--- config.mk ---
export PLATFORM = sky130hd
export DESIGN_NAME = load_store_unit
export DESIGN_NICKNAME = d
export VERILOG_FILES = /design/src/rtl/load_store_unit.sv
export SDC_FILE = /design/constraint.sdc
export NUM_CORES = 1
export LEC_CHECK = 0
export ABC_AREA = 1
export CAP_MARGIN = 40
export CORE_MARGIN = 2
export CORE_UTILIZATION = 40
export DETAILED_ROUTE_END_ITERATION = 16
export HOLD_SLACK_MARGIN = 0.05
export PLACE_DENSITY_LB_ADDON = 0.08
export SYNTH_ARGS = -nofsm -noshare
export SYNTH_HDL_FRONTEND = slang
export SYNTH_SLANG_ARGS = --single-unit
--- constraint.sdc ---
create_clock -name clk -period 3.85 [get_ports clk]
set_input_delay 1.155 -clock clk [delete_from_list [all_inputs] [get_ports clk]]
set_output_delay 1.155 -clock clk [all_outputs]
set_load 0.01 [all_outputs]
--- src/rtl/load_store_unit.sv ---
// Data-side load/store sequencer for combined_memory. Response 2+MEM_WAIT cycles after accept (1 on error);
// one request in flight: req_ready drops until the response handshake, rsp_valid holds until rsp_ready.
module load_store_unit #(
  parameter int WORD_SIZE = 32,
  parameter int MEM_WAIT  = 0
) (
  input  logic                 clk,
  input  logic                 rst,
  input  logic                 req_valid,
  output logic                 req_ready,
  input  logic                 req_store,
  input  logic [2:0]           req_funct3,
  input  logic [WORD_SIZE-1:0] req_addr,
  input  logic [WORD_SIZE-1:0] req_wdata,
  output logic                 rsp_valid,
  input  logic                 rsp_ready,
  output logic [WORD_SIZE-1:0] rsp_data,
  output logic                 rsp_err,
  output logic                 mem_write_en,
  output logic [WORD_SIZE-1:0] mem_addr,
  output logic [WORD_SIZE-1:0] mem_write_data,
  output logic [1:0]           mem_ctrl,
  input  logic [WORD_SIZE-1:0] mem_data
);

  typedef enum logic [1:0] {IDLE, ACCESS, RESP} state_t;

  state_t               state_q, state_d;
  logic                 store_q, store_d;
  logic [2:0]           funct3_q, funct3_d;
  logic [WORD_SIZE-1:0] addr_q, addr_d;
  logic [WORD_SIZE-1:0] wdata_q, wdata_d;
  logic [3:0]           cnt_q, cnt_d;
  logic                 req_ready_q, req_ready_d;
  logic                 rsp_valid_q, rsp_valid_d;
  logic                 rsp_err_q, rsp_err_d;
  logic [WORD_SIZE-1:0] rsp_data_q, rsp_data_d;
  logic                 mem_we_q, mem_we_d;
  logic [WORD_SIZE-1:0] mem_addr_q, mem_addr_d;
  logic [WORD_SIZE-1:0] mem_wdata_q, mem_wdata_d;
  logic [1:0]           mem_ctrl_q, mem_ctrl_d;

  logic                 req_legal;
  logic                 req_misaligned;
  logic                 req_err;
  logic [WORD_SIZE-1:0] load_ext;

  always_comb begin
    case (req_funct3)
      3'b000, 3'b001, 3'b010: req_legal = 1'b1;
      3'b100, 3'b101:         req_legal = !req_store;
      default:                req_legal = 1'b0;
    endcase
    req_misaligned = ((req_funct3[1:0] == 2'b01) && req_addr[0]) ||
                     ((req_funct3[1:0] == 2'b10) && (req_addr[1:0] != 2'b00));
    req_err = !req_legal || req_misaligned;
  end

  always_comb begin
    case (funct3_q)
      3'b000:  load_ext = {{(WORD_SIZE-8){mem_data[7]}}, mem_data[7:0]};
      3'b001:  load_ext = {{(WORD_SIZE-16){mem_data[15]}}, mem_data[15:0]};
      3'b100:  load_ext = {{(WORD_SIZE-8){1'b0}}, mem_data[7:0]};
      3'b101:  load_ext = {{(WORD_SIZE-16){1'b0}}, mem_data[15:0]};
      default: load_ext = mem_data;
    endcase
  end

  always_comb begin
    state_d     = state_q;
    store_d     = store_q;
    funct3_d    = funct3_q;
    addr_d      = addr_q;
    wdata_d     = wdata_q;
    cnt_d       = cnt_q;
    rsp_data_d  = rsp_data_q;
    rsp_err_d   = rsp_err_q;
    req_ready_d = 1'b0;
    rsp_valid_d = 1'b0;
    mem_we_d    = 1'b0;
    mem_addr_d  = '0;
    mem_wdata_d = '0;
    mem_ctrl_d  = '0;
    case (state_q)
      IDLE: begin
        req_ready_d = 1'b1;
        if (req_valid && req_ready_q) begin
          req_ready_d = 1'b0;
          store_d     = req_store;
          funct3_d    = req_funct3;
          addr_d      = req_addr;
          wdata_d     = req_wdata;
          rsp_data_d  = '0;
          if (req_err) begin
            state_d     = RESP;
            rsp_err_d   = 1'b1;
            rsp_valid_d = 1'b1;
          end else begin
            // Memory outputs are registered, so the first ACCESS cycle is set up here.
            state_d     = ACCESS;
            rsp_err_d   = 1'b0;
            cnt_d       = 4'(MEM_WAIT);
            mem_addr_d  = req_addr;
            mem_wdata_d = req_wdata;
            mem_ctrl_d  = req_funct3[1:0];
            mem_we_d    = req_store && (MEM_WAIT == 0);
          end
        end
      end
      ACCESS: begin
        if (cnt_q == 4'd0) begin
          state_d     = RESP;
          rsp_valid_d = 1'b1;
          rsp_data_d  = store_q ? '0 : load_ext;
        end else begin
          cnt_d       = cnt_q - 4'd1;
          mem_addr_d  = addr_q;
          mem_wdata_d = wdata_q;
          mem_ctrl_d  = funct3_q[1:0];
          mem_we_d    = store_q && (cnt_q == 4'd1);
        end
      end
      RESP: begin
        if (rsp_ready) begin
          state_d     = IDLE;
          req_ready_d = 1'b1;
          rsp_data_d  = '0;
          rsp_err_d   = 1'b0;
        end else begin
          rsp_valid_d = 1'b1;
        end
      end
      default: begin
        state_d     = IDLE;
        req_ready_d = 1'b1;
      end
    endcase
  end

  always_ff @(posedge clk) begin
    if (rst) begin
      state_q     <= IDLE;
      store_q     <= 1'b0;
      funct3_q    <= '0;
      addr_q      <= '0;
      wdata_q     <= '0;
      cnt_q       <= '0;
      req_ready_q <= 1'b1;
      rsp_valid_q <= 1'b0;
      rsp_err_q   <= 1'b0;
      rsp_data_q  <= '0;
      mem_we_q    <= 1'b0;
      mem_addr_q  <= '0;
      mem_wdata_q <= '0;
      mem_ctrl_q  <= '0;
    end else begin
      state_q     <= state_d;
      store_q     <= store_d;
      funct3_q    <= funct3_d;
      addr_q      <= addr_d;
      wdata_q     <= wdata_d;
      cnt_q       <= cnt_d;
      req_ready_q <= req_ready_d;
      rsp_valid_q <= rsp_valid_d;
      rsp_err_q   <= rsp_err_d;
      rsp_data_q  <= rsp_data_d;
      mem_we_q    <= mem_we_d;
      mem_addr_q  <= mem_addr_d;
      mem_wdata_q <= mem_wdata_d;
      mem_ctrl_q  <= mem_ctrl_d;
    end
  end

  assign req_ready      = req_ready_q;
  assign rsp_valid      = rsp_valid_q;
  assign rsp_data       = rsp_data_q;
  assign rsp_err        = rsp_err_q;
  // A reset arriving in the final store cycle must not commit the write.
  assign mem_write_en   = mem_we_q & ~rst;
  assign mem_addr       = mem_addr_q;
  assign mem_write_data = mem_wdata_q;
  assign mem_ctrl       = mem_ctrl_q;

endmodule

# Yosys cells after proc, flatten, opt, wreduce, memory -nomap -nowiden
# Cells that the tools add are included.
# Widths: inputs -> output; s select.
[op_classes]
add_sub_neg = 1
eq_ne = 17
muxes = 43
n_bitwise = 2
n_reduce_logical = 23
[ops]
columns = ["op", "count"]
rows = [
  ["$mux 32", 10],
  ["$pmux 32 s2", 2],
  ["$pmux 32 s4", 1],
  ["$pmux 32 s3", 1],
  ["$mux 2", 7],
  ["$eq 3x3->1 const B", 4],
  ["$mux 4", 3],
  ["$mux 1", 11],
  ["$ne 2x2->1 const B", 5],
  ["$pmux 4 s2", 1],
  ["$reduce_and 4->1", 2],
  ["$eq 3x1->1 const B", 2],
  ["$logic_not 3->1", 2],
  ["$pmux 1 s2", 3],
  ["$pmux 1 s3", 2],
  ["$pmux 2 s3", 1],
  ["$reduce_and 3->1", 2],
  ["$reduce_bool 2->1", 3],
  ["$eq 2x1->1 const B", 2],
  ["$eq 2x2->1 const B", 2],
  ["$eq 4x1->1 const B", 1],
  ["$logic_and 1x1->1", 4],
  ["$logic_not 4->1", 1],
  ["$pmux 2 s2", 1],
  ["other kinds (11)", 13],
]
[totals]
reg_bits = 176
elab_cells = 100

# Longest topological paths before layout
[logic_depth]
depth_word = 8
mapped_depth = 10
ltp_nobuf = 9

# Worst setup path before layout
# OpenSTA, ideal clock, no wires.
[synth_timing]
path_kind = "input -> output"
from = "input rst"
to = "output mem_write_en"
arrival_ps = 1815
t_required_ps = 2695
slack_ps = 880
cell_stages = 3
path_cell_list = "clkbuf_1 > buf_1 > nor2_1"
[synth_via]
elab_chain_cells = 2
[synth_lines]
columns = ["item", "line", "source"]
rows = [
  ["start: declaration", "8", "input logic rst,"],
  ["$not 1->1", "179", "assign mem_write_en = mem_we_q & ~rst;"],
  ["$and 1x1->1", "179", ""],
  ["end: declaration", "19", "output logic mem_write_en,"],
]
# Every way passes these cells.

# Worst setup path in the final report
# Ends and elaborated chain as after synthesis.

==> impl_metrics.sql <==
INSERT INTO impl_metrics (metric_group, metric, value, unit) VALUES
('routing', 'avgRoutedWirePerCell', '14.3', 'um'),
('timing', 'slew_headroom', '45.5', '%'),
('timing', 'final_hold_viol_count', '0', ''),
('setup_path', 'cp_data_arrival_time', '1.89', 'ns'),
('timing', 'finalWorstPathRequiredPeriod', '3.05', 'ns'),
('routing', 'drt_first_iter_violations', '331', ''),
('timing', 'finalClockSkew', '0.00908', 'ns'),
('synth', 'synth.cell_area', '0.00678', 'mm2'),
('floorplanning', 'floorplan.rows', '47', ''),
('final_layout', 'n_antenna_cell', '0', ''),
('synth', 'synth.top_cells.by_count', 'nand2_1, dfxtp_1, a21oi_1', ''),
('timing', 'max_freq', '328', 'MHz'),
('timing', 'layout_worst_path_cycle_share', '79.2', '%'),
('job', 'drv_cap', '0', ''),
('global_routing', 'antenna_found_initial', '0', ''),
('synth', 'yosys.cell_count.top_type', 'nand2_1', ''),
('global_routing', 'grt_max_degree', '71', ''),
('synth', 'synthesis.area_per_instance', '7.60', 'um2'),
('routing', 'drt_pre_antenna_iters', '5', ''),
('synth', 'synth-edff-count', '0', ''),
('floorplanning', 'initial_utilization', '40.9', '%'),
('synth', 'postSynthCellCount', '892', ''),
('final_layout', 'final_layout_size_suffix_gt1_share', '5.51', '%'),
('routing', 'drt_drc_violations_left', '0', ''),
('global_routing', 'overflow', '0', ''),
('routing', 'detailroute.via_count', '6444', ''),
('global_routing', 'global_route_usage_sum', '20.0', '%'),
('run_status', 'status', 'finished, final reports clean', ''),
('timing', 'setup_tns', '0', 'ns'),
('power_and_ir_drop', 'cellLeakagePower', '3.45', 'nW'),
('clock_network', 'holdBufCountCts', '0', ''),
('power_and_ir_drop', 'powerDensity', '502', 'mW/mm2'),
('floorplanning', 'floorplan.die_area', '0.0180', 'mm2'),
('setup_path', 'worst-endpoint-required', '2.69', 'ns'),
('synth', 'post_synthesis_register_bit_count', '176', ''),
('timing', 'number_of_max_slew_violations_in_the_final_report', '0', ''),
('timing', 'fin_hold_ws', '0.464', 'ns'),
('setup_path', 'endpoint_kind', 'output port', ''),
('final_layout', 'layout.filler_cells', '1557', ''),
('timing', 'worst-slew-pin-transition', '0.817', 'ns'),
('clock_network', 'cts_root_buffer', 'clkbuf_16', ''),
('placement', 'io_buffer_count', '205', ''),
('clock_network', 'clock_latency', '0.42', 'ns'),
('clock_network', 'cts_htree_levels', '4', ''),
('final_layout', 'num-nets-final', '1164', ''),
('routing', 'wl', '18400', 'um'),
('floorplanning', 'fp.coreArea', '0.0166', 'mm2'),
('routing', 'route.detailed.vias_per_inst', '5.00', ''),
('power_and_ir_drop', 'vdd_ir_drop_max', '0.390', 'mV'),
('clock_network', 'cts_tree', 'done', ''),
('setup_path', 'cp_max_fo', '2', ''),
('synth', 'netlist.top_cell.by_area', 'dfxtp_1', ''),
('setup_path', 'critical_path_class', 'primary input to output port', ''),
('clock_network', 'clkSinkCount', '176', ''),
('setup_path', 'timing.reg2reg.worst_path_depth', '6', ''),
('placement', 'dp_cells', '1258', ''),
('setup_path', 'r2r_setup_slack', '1.63', 'ns'),
('clock_network', 'cts_buffer_depth', '2', ''),
('floorplanning', 'die_y', '134', 'um'),
('timing', 'rsz0062_at_grt', 'false', ''),
('placement', 'dp_hpwl', '11400', 'um'),
('clock_network', 'cts_buffers', '17', ''),
('clock_network', 'post_cts_resize_count', '0', ''),
('global_routing', 'grt_pass1_vias', '5780', ''),
('floorplanning', 'io_pins', '206', ''),
('final_layout', 'synthToLayoutAreaGrowth', '41.2', '%'),
('synth', 'synth_nets', '999', ''),
('min_path', 'min_path_cells', '2', ''),
('synth', 'post_synth_num_cell_types', '26', ''),
('setup_path', 'timing.rr.start', 'state_q[1]$_SDFFE_PP0P_', ''),
('setup_path', 'startpoint_type', 'primary input', '');
-- state kept, by name, indices dropped and copies added, names as in the netlist --
register and cells:
mem_ctrl 2, mem_we_q 1, state_q 2, cnt_q 4, rsp_data 32, wdata_q 32
mem_addr 32, addr_q 32, funct3_q 3, mem_write_data 32, rsp_err 1, req_ready 1
rsp_valid 1, store_q 1
-- logic make-up after synthesis --
group           Yosys count  synth area share, %
simple gates            414                 26.2
buf+inv                  93                 6.00
fa+ha+maj                 3                0.553
xor+xnor                  1                0.129
compound gates          205                 15.2
flops                   176                 51.9
-- worst max-delay path by stage --
stage	from	endpoint	slack, ns	cells past startpoint
final	rst	mem_write_en	0.80	3
after global routing	rst	mem_write_en	0.77	3
after CTS	rst	mem_write_en	0.79	3
after detailed placement	rst	mem_write_en	0.79	3
after global placement	rst	mem_write_en	0.79	3
after floorplan	rst	mem_write_en	0.88	3
-- report_power, final --
group / leakage [nW] / internal [mW] / switching, mW / total [mW]
logic: 1.70 / 0.365 / 0.525 / 0.890
registers: 1.44 / 1.96 / 0.0692 / 2.03
clock network: 0.309 / 1.16 / 0.726 / 1.89
total: 3.45 / 3.49 / 1.32 / 4.81
-- through the flow --
step	setup slack [ns]	util (%)	area [um2]
after detailed placement	0.795	53.8	8920
after global placement	0.792	53.6	8890
after CTS	0.794	57.8	9580
after floorplan	0.880	-	6780
after global routing	0.774	57.8	9580
final	0.800	57.8	9580
-- cells in the final DEF, fill, tap and decap left out --
master	n
clkdlybuf4s50_1	204
nand2_1	187
dfxtp_1	176
a21oi_1	167
nand3_1	142
nor2_1	74
o21ai_0	22
clkbuf_16	17
inv_1	15
o21ai_1	13
buf_4	13
nand2_2	4
clkinvlp_4	4
clkbuf_8	4
bufinv_16	4
ha_1	3
inv_2	2
nor2_4	2
clkinv_1	2
o22ai_1	2
inv_6	2
nand3b_1	1
nand4_2	1
nor2_2	1
inv_4	1
o21a_1	1
nand4_1	1
nand3_2	1
xnor2_1	1
clkinv_4	1
buf_16	1
buf_12	1
-- area by class of cell --
type / count / area (um2) / area share [%]
multi-input cells: 623 / 2860 / 29.8
flip-flops and latches: 176 / 3520 / 36.8
repair buffers: 219 / 2190 / 22.8
clock inverters: 11 / 176 / 1.84
inverters: 20 / 77.6 / 0.810
clock buffers: 21 / 480 / 5.02
well taps: 220 / 275 / 2.87
-- worst max-delay path: stages --
cell,delay (ns)
buf_4,0.11
nor2_1,0.09
clkdlybuf4s50_1,0.53
-- metal layers --
metal / track usage (%) / share of wire (%) / vias to the layer above
met5: 0 / 0 / -
met4: 6.90 / 0.73 / 0
met3: 4.95 / 6.0 / 10
met2: 32.1 / 47 / 183
met1: 26.4 / 46 / 2947
li1: - / - / 3304
No activity file was read; power rests on OpenSTA's default activity.
